<file path="src/rtl/multi_delay_line.sv">
// Multi-channel gated delay line with run-time selectable depth (0..max_len)
// and a fill tracker that flags when the tap holds fully delayed data.
module multi_delay_line #(
    parameter int dw      = 16,
    parameter int nch     = 2,
    parameter int max_len = 4,
    parameter int aw      = 3
) (
    input  logic                clk,
    input  logic                rst,
    input  logic                gate,
    input  logic [aw-1:0]       delay,
    input  logic [nch*dw-1:0]   din,
    output logic [nch*dw-1:0]   dout,
    output logic                valid,
    output logic                clamped
);

    localparam int              W     = nch * dw;
    localparam logic [aw-1:0]   MAX_D = aw'(max_len);

    function automatic logic [aw-1:0] sat_delay(input logic [aw-1:0] d);
        return (d > MAX_D) ? MAX_D : d;
    endfunction

    // All channels share one tap, so each stage holds the full packed word.
    logic [W-1:0]  stage_q [1:max_len];
    logic [W-1:0]  stage_d [1:max_len];
    logic [aw-1:0] delay_r_q, delay_r_d;
    logic [aw-1:0] fill_q, fill_d;
    logic          clamped_q, clamped_d;
    logic          change;

    always_comb begin
        stage_d = stage_q;
        if (gate) begin
            stage_d[1] = din;
            for (int i = 2; i <= max_len; i++) begin
                stage_d[i] = stage_q[i-1];
            end
        end
    end

    // A change cycle restarts the fill count; the sample shifted in that
    // same cycle already counts toward the new delay.
    always_comb begin
        delay_r_d = sat_delay(delay);
        clamped_d = (delay > MAX_D);
        change    = (delay_r_d != delay_r_q);
        fill_d    = fill_q;
        if (change) begin
            fill_d = gate ? aw'(1) : '0;
        end else if (gate && (fill_q < MAX_D)) begin
            fill_d = fill_q + aw'(1);
        end
    end

    always_ff @(posedge clk or posedge rst) begin
        if (rst) begin
            for (int i = 1; i <= max_len; i++) begin
                stage_q[i] <= '0;
            end
            delay_r_q <= '0;
            fill_q    <= '0;
            clamped_q <= 1'b0;
        end else begin
            stage_q   <= stage_d;
            delay_r_q <= delay_r_d;
            fill_q    <= fill_d;
            clamped_q <= clamped_d;
        end
    end

    // Delay 0 is a zero-latency passthrough of the live input.
    always_comb begin
        dout = din;
        for (int i = 1; i <= max_len; i++) begin
            if (delay_r_q == aw'(i)) begin
                dout = stage_q[i];
            end
        end
    end

    assign valid   = (fill_q >= delay_r_q);
    assign clamped = clamped_q;

endmodule

</file>
<file path="config.mk">
export PLATFORM = sky130hd
export DESIGN_NAME = multi_delay_line
export DESIGN_NICKNAME = d
export VERILOG_FILES = /design/src/rtl/multi_delay_line.sv
export SDC_FILE = /design/constraint.sdc
export NUM_CORES = 1
export LEC_CHECK = 0
export CORE_MARGIN = 1.5
export CORE_UTILIZATION = 57
export DETAILED_ROUTE_END_ITERATION = 8
export PLACE_DENSITY = 0.91
export SLEW_MARGIN = 10
export SYNTH_ARGS = -nofsm -noshare
export SYNTH_HDL_FRONTEND = slang
export SYNTH_SLANG_ARGS = --single-unit
</file>
<file path="constraint.sdc">
create_clock -name clk -period 5.9 [get_ports clk]
set_clock_uncertainty 0.1 [all_clocks]
set_input_delay 1.18 -clock clk [delete_from_list [all_inputs] [get_ports clk]]
set_output_delay 1.18 -clock clk [all_outputs]
set_load 0.005 [all_outputs]
</file>
==> metrics <==
run status=complete, no violations; top cell type's share of synthesized area=50.4%; syn nets=508; Detail Route Antenna Nets=0; fillers=slightly below 800; Final setup viols=0; Cell Area, Synth=around 6700 um^2; final wirelength=approximately 14 mm; Internal=~2.1 mW; Util after Layout=between 60% and 70%; Post-Syn Instances=about 470; leading area contributor after synthesis=dfrtp_1; CTS sink count=135; Post-CTS Setup Inserts=0; worst path bufs/invs=1; final total negative setup slack=0 ns; hold_ws=around 0.4 ns; Seq/Total Area, Yosys=between 50% and 60%; DRC=0; Die ar.=around 12000 um^2; Slew Viols, Final=0; share of layout cells above drive strength 1=a little under two fifths; Post-CTS Hold Fix Bufs=0; drt initial violations=around 150; Post-Syn Area per Cell=around 14 um^2; Hold Path Class=reg -> reg; clock power share=37.3%; vias in the first global route=roughly 4500; Area contributors post-synth=dfrtp_1 (50%), mux2_2 (22%), a2bb2oi_2 (6.7%), o221a_1 (5.2%), mux2i_1 (4.8%); Critical Path Source Type=flop; dpl ws=between 1.5 and 2 ns; Worst setup EP type=primary output; maxcap violations=0; critical path type=reg -> out; clock root cell=clkbuf_16; Logic pwr share=between 10% and 20%; Area Growth Syn to Fin=19.2%; CP peak stage delay=~0.9 ns; Max stage delay cell, worst path=xnor2_4; Placed Cells incl. Taps=649; multi-input logic area=3080 um^2; worst-margin pin slew=around 1.2 ns; #FFs+latches synth=135; Fmax=about 220 MHz; # H-tree levels=4; most common cell after layout, fill and taps aside=dfrtp_1; Cell Area, Placed=between 7000 and 8000 um^2; Worst IR Drop VDD=about 0.25 mV; largest net degree at the start of global routing=96; unrepaired setup endpoints after global routing=false; DR vias=around 4200; NetSw=~690 uW; Inserted Clock Buffers=17; I/O Buffers=71; yosys warns=0; Worst EP required=around 4.6 ns; Cell Chain, Critical Path=nor2_2, xnor2_4, o221a_1, clkdlybuf4s50_1; # IOs=72; Min Clock Period, post-route=4.49 ns; reg2reg end=fill_q[0]; CP delay by family, top=XOR/XNOR gates; GRT Util Overall=about a quarter; Async SR Flop Fraction=100%; fin area=between 7000 and 8000 um^2; fin worst setup slack=between 1 and 1.5 ns; reg2reg start=delay_r_q[0]; Pre-Repair DR Iteration Count=5; Critical path origin=delay_r_q[0]; Clk pin slew, worst setup/hold paths=around 0.050 ns; Core Footprint=between 10000 and 15000 um^2; Starting Density=roughly three fifths; leakage=between 3 and 4 nW; CP Max Fanout=31; WL per Instance=21.0 um; register area=between 3000 and 4000 um^2; Final Non-Filler Cells=just under 700; via density per instance=around 6.1; crit path DAT=~3.2 ns; row cnt=39; Ant. Diodes=0; Unique masters post-synth=34; number of synthesized flops with an enable pin=0; final worst path period share=~76%; PwrDens=roughly 340 nW/um^2; GPL Wtd Cong=~0.75; register-to-register setup slack=around 3.8 ns; Hold Vio Cnt, Final=0; CTS tree=yes; Post-synth top flop=dfrtp_1; leading cell types in the layout, fill and taps excluded=dfrtp_1 (132), mux2_2 (128), clkdlybuf4s50_1 (70); R2R depth=4; switching share of power=25.2%; instance count on the critical path=4; first-pass GRT wire length=about 23 mm; initial antenna violation count=0; clock buffer depth=2; Setup crit end=dout[26]; die width=~110 um; PnR Total Power=between 2 and 3 mW; Max-slew headroom=between 20% and 30%; hpwl dp=8.36 mm; nets=around 570; Flop pwr share=a little over two fifths; grt total ovfl=0; Post-CTS Resized=0; Clk Latency, worst-skew pair=between 0.4 and 0.5 ns; die height=111 um
registers in the layout, summed over array words and instances, names as in the netlist:
name / cells
delay_r_q: 3
clamped: 1
stage_q: 128
fill_q: 3
metal layers:
metal / vias up / global-route usage (%) / routed length, um
li1: 1863 / - / -
met1: 2186 / 30.1 / 6010
met2: 94 / 41.2 / 7480
met3: 18 / 6.21 / 588
met4: 0 / 8.95 / 197
met5: - / 0 / 0
synthesized netlist by cell type, types with 3 or more instances:
library cell,count
a2bb2oi_2,30
buf_2,20
buf_6,10
clkbuf_1,6
dfrtp_1,135
ha_1,4
inv_1,5
mux2_2,128
mux2i_1,32
nand2b_1,33
nor2b_1,3
o221a_1,31
logic make-up (layout without fill, tap and decap cells):
logic type,Yosys count,count (layout),share of synthesized area (%)
buffers and inverters,42,113,3.90
muxes,160,160,26.3
DFF,135,135,50.4
and+or+nand+nor,48,48,4.71
AOI/OAI and AO/OA,74,74,13.4
xor gates and xnor gates,3,3,0.505
adders and majority gates,4,4,0.747
final cells by class:
class,count,share of cell area (%)
clock inverter,9,1.25
sequential,135,42.4
timing repair buffer,77,9.43
tap,143,2.24
inverter,5,0.266
multi-input combinational,289,38.5
clock buffer,22,5.94
worst min path at each step:
stage                startpoint          end  slack, ns  cells after the start
finish              stage_q[17]  stage_q[17]       0.40                      1
global route         stage_q[3]   stage_q[3]       0.40                      1
CTS                  stage_q[3]   stage_q[3]       0.40                      1
detailed placement  stage_q[17]  stage_q[17]       0.39                      1
global placement    stage_q[19]  stage_q[19]       0.38                      1
floorplan           stage_q[10]  stage_q[10]       0.37                      1
power by group through the flow:
stage | clock network [mW] | registers (mW) | logic, mW
detailed placement | 0 | 1.21 | 0.519
global route | 1.09 | 1.22 | 0.560
floorplan | 0 | 1.17 | 0.373
global placement | 0 | 1.20 | 0.500
finish | 1.03 | 1.21 | 0.522
CTS | 1.04 | 1.20 | 0.528
Note: power is estimated with default switching activity, not from simulation.
